[config.mk]
export PLATFORM = sky130hd
export DESIGN_NAME = gray_bin_pipe_conv
export DESIGN_NICKNAME = d
export VERILOG_FILES = /design/src/rtl/gray_pkg.sv /design/src/rtl/gray_conv_stage.sv /design/src/rtl/gray_bin_pipe_conv.sv
export SDC_FILE = /design/constraint.sdc
export NUM_CORES = 1
export LEC_CHECK = 0
export CAP_MARGIN = 20
export CORE_UTILIZATION = 42
export CTS_BUF_LIST = sky130_fd_sc_hd__clkbuf_8 sky130_fd_sc_hd__clkbuf_16
export CTS_CLUSTER_SIZE = 20
export DETAILED_ROUTE_END_ITERATION = 12
export GPL_TIMING_DRIVEN = 0
export PLACE_DENSITY = 0.73
export SLEW_MARGIN = 20
export SYNTH_ARGS = -nofsm -noshare
export SYNTH_HDL_FRONTEND = slang
export SYNTH_SLANG_ARGS = --single-unit
[constraint.sdc]
create_clock -name clk -period 1.2 [get_ports clk]
set_input_delay 0.12 -clock clk [delete_from_list [all_inputs] [get_ports clk]]
set_output_delay 0.12 -clock clk [all_outputs]
set_load 0.01 [all_outputs]
[src/rtl/gray_pkg.sv]
// gray_pkg
//   Shared constants and helpers for the pipelined Gray/binary converter
//   (gray_bin_pipe_conv and its gray_conv_stage sub-module).
//
//   MODE_G2B / MODE_B2G : per-beat direction select carried with each word.
//   stage_count(n, chunk): pipeline depth, ceil(n / chunk).
//   popcount(x)          : number of set bits. Used by the optional step check.
//                          Operand is POPCOUNT_W bits wide; narrower words are
//                          zero-extended by the caller.

package gray_pkg;

    localparam logic MODE_G2B = 1'b0;
    localparam logic MODE_B2G = 1'b1;

    // Widest word the step checker can compare.
    localparam int unsigned POPCOUNT_W = 64;

    function automatic int unsigned stage_count(input int unsigned n, input int unsigned chunk);
        return (n + chunk - 1) / chunk;
    endfunction

    function automatic int unsigned popcount(input logic [POPCOUNT_W-1:0] x);
        int unsigned cnt;
        cnt = 0;
        for (int i = 0; i < int'(POPCOUNT_W); i++) begin
            cnt = cnt + {31'd0, x[i]};
        end
        return cnt;
    endfunction

endpackage

[src/rtl/gray_conv_stage.sv]
// gray_conv_stage
//   One register stage of the Gray/binary pipeline. Holds a valid bit, the
//   word in progress, its mode and the binary bit carried out of this stage's
//   chunk.
//
//   For G2B beats the stage resolves bits HI down to LO. It starts from
//   up_carry, which is bin[HI+1] from the previous stage, or 0 for the first
//   stage. Bits outside [HI:LO] pass through unchanged.
//   For B2G beats the first stage (FIRST = 1) computes b ^ (b >> 1). Later
//   stages pass the word through, so both modes have the same latency.
//
//   Ports
//     clk, rst    : clock, synchronous active-high reset
//     up_valid    : beat offered by the previous stage or by the block input
//     up_data     : word offered (partially resolved for G2B)
//     up_mode     : MODE_G2B / MODE_B2G of the offered beat
//     up_carry    : bin[HI+1] for G2B beats
//     up_ready    : this stage loads this cycle (empty or draining)
//     down_ready  : the next stage, or the block output, takes this stage's beat
//     valid, data, mode, carry : registered stage contents

module gray_conv_stage
    import gray_pkg::*;
#(
    parameter int unsigned N     = 8,
    parameter int unsigned HI    = 7,
    parameter int unsigned LO    = 4,
    parameter bit          FIRST = 1'b1
) (
    input  logic         clk,
    input  logic         rst,
    input  logic         up_valid,
    input  logic [N-1:0] up_data,
    input  logic         up_mode,
    input  logic         up_carry,
    output logic         up_ready,
    input  logic         down_ready,
    output logic         valid,
    output logic [N-1:0] data,
    output logic         mode,
    output logic         carry
);

    logic [N-1:0] res;
    logic         chain;

    // Loading whenever the slot is empty or drains this cycle collapses bubbles.
    assign up_ready = !valid | down_ready;

    always_comb begin
        res   = up_data;
        chain = up_carry;
        if (up_mode == MODE_G2B) begin
            // MSB-first XOR chain over this stage's chunk only.
            for (int i = int'(HI); i >= int'(LO); i--) begin
                chain  = chain ^ up_data[i];
                res[i] = chain;
            end
        end else if (FIRST) begin
            res = up_data ^ (up_data >> 1);
        end
    end

    always_ff @(posedge clk) begin
        if (rst) begin
            valid <= 1'b0;
            data  <= '0;
            mode  <= 1'b0;
            carry <= 1'b0;
        end else if (up_ready) begin
            valid <= up_valid;
            if (up_valid) begin
                data  <= res;
                mode  <= up_mode;
                carry <= chain;
            end
        end
    end

endmodule

[src/rtl/gray_bin_pipe_conv.sv]
// gray_bin_pipe_conv
//   Pipelined, bidirectional Gray/binary converter with valid/ready on both
//   sides. The G2B XOR chain is split into STAGES = ceil(N/CHUNK) registered
//   chunks. B2G is done in the first stage and then carried along, so each
//   beat takes exactly STAGES cycles when nothing stalls. Mode travels with
//   every beat, so mixed streams need no bubbles.
//
//   Parameters
//     N      : word width (>= 2)
//     CHUNK  : bits resolved per stage (1 .. N)
//
//   Ports
//     clk, rst            : clock, synchronous active-high reset
//     in_valid / in_ready : input handshake. in_ready depends combinationally
//                           on out_ready through the stage chain.
//     in_data, in_mode    : word and direction (0 = G2B, 1 = B2G)
//     out_valid/out_ready : output handshake. Outputs hold while stalled.
//     out_data, out_mode  : converted word and its direction
//     step_err            : only when GRAY_STEP_CHECK_EN is defined. This is a
//                           one-cycle registered pulse after a G2B input whose
//                           word is not exactly one bit away from the previous
//                           G2B input. The first G2B beat after reset never
//                           flags. The check compares at most POPCOUNT_W bits.
//
//   Optional feature macro: GRAY_STEP_CHECK_EN

module gray_bin_pipe_conv
    import gray_pkg::*;
#(
    parameter int unsigned N     = 8,
    parameter int unsigned CHUNK = 4
) (
    input  logic         clk,
    input  logic         rst,
    input  logic         in_valid,
    output logic         in_ready,
    input  logic [N-1:0] in_data,
    input  logic         in_mode,
    output logic         out_valid,
    input  logic         out_ready,
    output logic [N-1:0] out_data,
    output logic         out_mode
`ifdef GRAY_STEP_CHECK_EN
    ,
    output logic         step_err
`endif
);

    localparam int unsigned STAGES = stage_count(N, CHUNK);

    // Per-stage sources (what stage k would load) and registered contents.
    logic         src_valid [STAGES];
    logic [N-1:0] src_data  [STAGES];
    logic         src_mode  [STAGES];
    logic         src_carry [STAGES];
    logic         dn_ready  [STAGES];

    logic         st_valid  [STAGES];
    logic [N-1:0] st_data   [STAGES];
    logic         st_mode   [STAGES];
    logic         st_carry  [STAGES];
    logic         st_ready  [STAGES];

    for (genvar k = 0; k < int'(STAGES); k++) begin : g_stage
        localparam int unsigned HI = N - 1 - k * CHUNK;
        // The last stage takes whatever remains when CHUNK does not divide N.
        localparam int unsigned LO = (N > (k + 1) * CHUNK) ? N - (k + 1) * CHUNK : 0;

        if (k == 0) begin : g_src_in
            assign src_valid[k] = in_valid;
            assign src_data[k]  = in_data;
            assign src_mode[k]  = in_mode;
            assign src_carry[k] = 1'b0;  // bin[N-1] = g[N-1] ^ 0
        end else begin : g_src_prev
            assign src_valid[k] = st_valid[k-1];
            assign src_data[k]  = st_data[k-1];
            assign src_mode[k]  = st_mode[k-1];
            assign src_carry[k] = st_carry[k-1];
        end

        if (k == int'(STAGES) - 1) begin : g_dn_out
            assign dn_ready[k] = out_ready;
        end else begin : g_dn_next
            assign dn_ready[k] = st_ready[k+1];
        end

        gray_conv_stage #(
            .N     (N),
            .HI    (HI),
            .LO    (LO),
            .FIRST (k == 0)
        ) u_stage (
            .clk        (clk),
            .rst        (rst),
            .up_valid   (src_valid[k]),
            .up_data    (src_data[k]),
            .up_mode    (src_mode[k]),
            .up_carry   (src_carry[k]),
            .up_ready   (st_ready[k]),
            .down_ready (dn_ready[k]),
            .valid      (st_valid[k]),
            .data       (st_data[k]),
            .mode       (st_mode[k]),
            .carry      (st_carry[k])
        );
    end

    assign in_ready  = st_ready[0];
    assign out_valid = st_valid[STAGES-1];
    assign out_data  = st_data[STAGES-1];
    assign out_mode  = st_mode[STAGES-1];

`ifdef GRAY_STEP_CHECK_EN
    logic [N-1:0] last_g2b;
    logic         seen;
    logic         g2b_fire;

    assign g2b_fire = in_valid & in_ready & (in_mode == MODE_G2B);

    always_ff @(posedge clk) begin
        if (rst) begin
            last_g2b <= '0;
            seen     <= 1'b0;
            step_err <= 1'b0;
        end else begin
            // A repeated word (distance 0) is flagged as well as multi-bit jumps.
            step_err <= g2b_fire & seen &
                        (popcount(POPCOUNT_W'(in_data ^ last_g2b)) != 1);
            if (g2b_fire) begin
                last_g2b <= in_data;
                seen     <= 1'b1;
            end
        end
    end
`endif

endmodule

Word-level counts from Yosys, hierarchy flattened
Cells that the tools add are included. Widths: inputs -> output; s select.

Muxes and demuxes: 4. Bitwise gates (word level): 10. Reduce and logical (&&, ||, !) cells: 4.

Operator list (number): $mux 4 (3); $xor 8x7->8 (1); $xor 1x1->1 (7); $reduce_and 2->1 (2); $logic_not 1->1 (2); $or 1x1->1 (2); $mux 1 (1).

Register bits after elaboration: 21. Input bits: 13. Output and inout port bits: 11.

Logic depth before layout (Yosys ltp)
Word-level depth: 5. Mapped depth: 5.

Cells and area by module
Synthesis repeated with hierarchy kept, for this count alone.

Cell total of the unflattened synthesis: 127. Area, all modules: 1079.8 µm².

By module, submodules not included: gray_conv_stage at g_stage[0].u_stage (instances 1, cells an instance 67, area each 575.6 µm², seq. area each 220.2 µm²); gray_conv_stage at g_stage[1].u_stage (instances 1, cells an instance 59, area each 500.5 µm², seq. area each 220.2 µm²); gray_bin_pipe_conv (instances 1, cells an instance 1, area each 3.8 µm², seq. area each 0.0 µm²).

Worst setup path before layout
No wires, ideal clock.

Kind: reg-to-reg. Start: reg g_stage[1].u_stage.valid. End: reg g_stage[0].u_stage.data[6]. Library setup time: 86 ps. Arrival time: 1160 ps. Required time: 1114 ps. Setup slack: -46 ps. Cell stages (with the launch flop): 6. Path buffers: 1. Cell sequence: dfxtp_1 nor2b_1 a21oi_1 buf_2 nor2_1 a211oi_1.

Longest elaborated chain between the ends: 4.

RTL lines: start, declared (RTL line gray_conv_stage.sv:38) `output logic valid,`; start signal, assigned (RTL line gray_conv_stage.sv:71) `valid <= up_valid;`; $logic_not 1->1 (RTL line gray_conv_stage.sv:48) `assign up_ready = !valid | down_ready;`; $or 1x1->1 (2 in series) (RTL line gray_conv_stage.sv:48); $reduce_and 2->1 (no source line); end signal, assigned (RTL line gray_conv_stage.sv:73) `data <= res;`; end, declared (RTL line gray_conv_stage.sv:39) `output logic [N-1:0] data,`.

No other way between the ends. A chain may end at the register's enable or synchronous reset.

Worst setup path after layout
Start: reg g_stage[0].u_stage.data[3]. End: reg g_stage[1].u_stage.data[0].

Longest elaborated chain between the ends: 5.

RTL lines: $xor 1x1->1 (4 in series) (RTL line gray_conv_stage.sv:56) `chain = chain ^ up_data[i];`; $mux 4 (RTL line gray_conv_stage.sv:53) `if (up_mode == MODE_G2B) begin`; end signal, assigned (RTL line gray_conv_stage.sv:73); end, declared (RTL line gray_conv_stage.sv:39).

No other way between the ends.

==> impl_metrics.tcl <==
set metrics [dict create \
    status "finished with violations" \
    violations "negative setup slack" \
    vias_per_cell 4.96 \
    min_to "g_stage[0].u_stage.data[7]" \
    setup_violations 2 \
    diodes 0 \
    maxCapViolations 0 \
    syn_area_sq_um 928 \
    cts_hold_repair.buffers 0 \
    pre_cts_slack_ns -0.337 \
    rsz0062_at_grt "true" \
    htreeDepth 1 \
    reg2reg_from "g_stage[0].u_stage.data[3]" \
    synth_seq_cells 21 \
    critical_path.max_fanout 3 \
    crit_required_ns 1.37 \
    clk_pin_slew_ns 0.08 \
    cts_tree "built" \
    avgSynthCellArea_sq_um 8.44 \
    synth_area_leaders "dfxtp_1, nand2_1, xnor2_1" \
    final_cells 171 \
    yosysTopAreaCell "dfxtp_1" \
    wirelength_um 2090 \
    dieArea_sq_um 2400 \
    wl_met3_um 102 \
    fin_skew_ns 0.00186 \
    startpoint "g_stage[0].u_stage.data[3]" \
    final_max_slew_viol_count 0 \
    crit_arrival_ns 1.44 \
    post-route-period-util_pct 106 \
    ios 24 \
    worstMarginPinSlew_ns 0.534 \
    insertion_delay_ns 0.25 \
    synth.distinct_cells 21 \
    die_w_um 49.0 \
    synthFlopType "dfxtp_1" \
    crit_type "register to register" \
    r2r_end "g_stage[1].u_stage.data[0]" \
    hold_violations 0 \
    yosysSeqAreaShare_pct 45.3 \
    n_fill_cell 180 \
    synth_most_common_cell "nand2_1" \
    drc 0 \
    grt_pass1_vias 777 \
    drtPass1Iterations 4 \
    synth_common_cells "nand2_1, dfxtp_1, nor2_1" \
    fin_tns_setup_ns -0.117 \
    fp.dieH_um 49.0 \
    irDropWorstVdd_mv 0.610 \
    hpwl_um 1350 \
    grt_antenna_before_repair 0 \
    slew-limit-headroom_pct 64.4 \
    multiInputGateArea_sq_um 562 \
    core_area_sq_um 2020 \
    clockBufferDepth 2 \
    grt_pass1_wl_um 3350 \
    cts-root-buf "clkbuf_8" \
    hp-class "input pin to register" \
    leakage_uw 0.000604 \
    endpoint_kind "register" \
    power_density_nw_per_um2 1140 \
    hold_path.startpoint "in_data[7]" \
    routed-via-count 849 \
    seq_area_sq_um 432 \
    syn_nets 123 \
    worst_r2r_path_depth 4 \
    layout_min_cycle_time_ns 1.27 \
    portBuffers 23 \
    r2r_setup_slack_ns -0.07 \
    avgRoutedWirePerCell_um 12.2 \
    numCtsBuffers 3 \
    synth-edff-count 0 \
    worstSetupStartpointType "register" \
    drive_gt1_share_pct 22.9 \
    synth_top_area_share_pct 45.3 \
    cts_sinks 21 \
    synth_warnings 0 \
    syn_to_final_growth_pct 50.1 \
    synthCells 110 \
    grt_max_degree 13 \
    grt.overflow.total 0 \
    hold_path_depth 3 \
    rows 16 \
    setup_ws_ns -0.0675 \
    power_uw 1590 \
    dp.cells 160 \
    utilization_pct 68.9 \
    track_usage_pct 18.0 \
    drt_iter0_markers 12 \
    ant_nets 0 \
    fin_nets 158 \
    dr_wl_met2_um 1100 \
    max_freq_ghz 0.789 \
    async_flop_share_pct 0 \
    place.gp.congestion 0.750 \
    wirelength_met1_um 866 \
    top_layer "met4" \
    start_util_pct 45.9 \
]
logic make-up (layout without fill, tap and decap cells):
group	after synthesis	in the layout	synth area share, %
simple gates	44	44	20.2
buf+inv	7	41	3.10
flops	21	21	45.3
xor+xnor	15	15	15.0
compound gates	23	23	16.4
critical path: stages (launching register included):
cell	delay, ns
dfxtp_4	0.37
xnor2_4	0.15
xnor2_2	0.16
or3_1	0.33
a311oi_2	0.19
power breakdown:
part / total, uW / switching, uW / internal (uW)
clock: 455 / 224 / 231
combinational: 353 / 163 / 190
sequential: 779 / 36.6 / 743
total: 1590 / 424 / 1160
per-stage QoR:
step           cell area [sq um]  hold WS, ns
3_3_place_gp                1200        0.444
2_1_floorplan                932        0.256
6_report                    1390        0.186
5_1_grt                     1390        0.236
3_5_place_dp                1200        0.448
4_1_cts                     1300        0.456
state kept, by name, indices dropped and copies added, names as in the netlist:
name                   cells
g_stage.u_stage.data      16
g_stage.u_stage.mode       2
g_stage.u_stage.carry      1
g_stage.u_stage.valid      2
layout by cell type, fill, tap and decap left out, types with 3 or more instances in the layout:
cell type / instances
nand2_1: 21
dfxtp_1: 16
nor2_1: 13
dlygate4sd2_1: 10
a21oi_1: 9
buf_4: 8
a211oi_1: 7
clkdlybuf4s50_1: 7
xor2_1: 5
xnor2_1: 5
dlymetal6s2s_1: 5
xnor2_2: 4
inv_1: 3
clkbuf_8: 3
dfxtp_2: 3
how the worst max path moves through the flow:
stage                                 endpoint  slack, ns
global route        g_stage[1].u_stage.data[0]      -0.11
global placement    g_stage[1].u_stage.data[1]      -0.36
finish              g_stage[1].u_stage.data[0]      -0.07
detailed placement  g_stage[0].u_stage.data[0]      -0.34
floorplan           g_stage[0].u_stage.data[0]      -0.02
CTS                 g_stage[1].u_stage.data[0]      -0.07
final cells by class:
cell class | count | area share (%)
Multi-Input combinational cell | 82 | 40.3
Sequential cell | 21 | 31.0
Timing Repair Buffer | 30 | 20.3
Clock buffer | 3 | 2.96
Tap cell | 27 | 2.42
Buffer | 4 | 1.89
Inverter | 3 | 0.808
Clock inverter | 1 | 0.359
layer usage:
metal / track usage, % / vias up
met1: 21.1 / 380
met4: 5.88 / 0
li1: - / 436
met2: 32.9 / 31
met3: 3.12 / 2
met5: 0 / -
timing repair:
item,4_1_cts,5_1_grt
resized for setup,25,16
setup endpoints to repair,24,19
endpoints found under the hold margin,0,0
setup buffers,2,5
pin swaps,3,7
No activity file was read; power rests on OpenSTA's default activity.
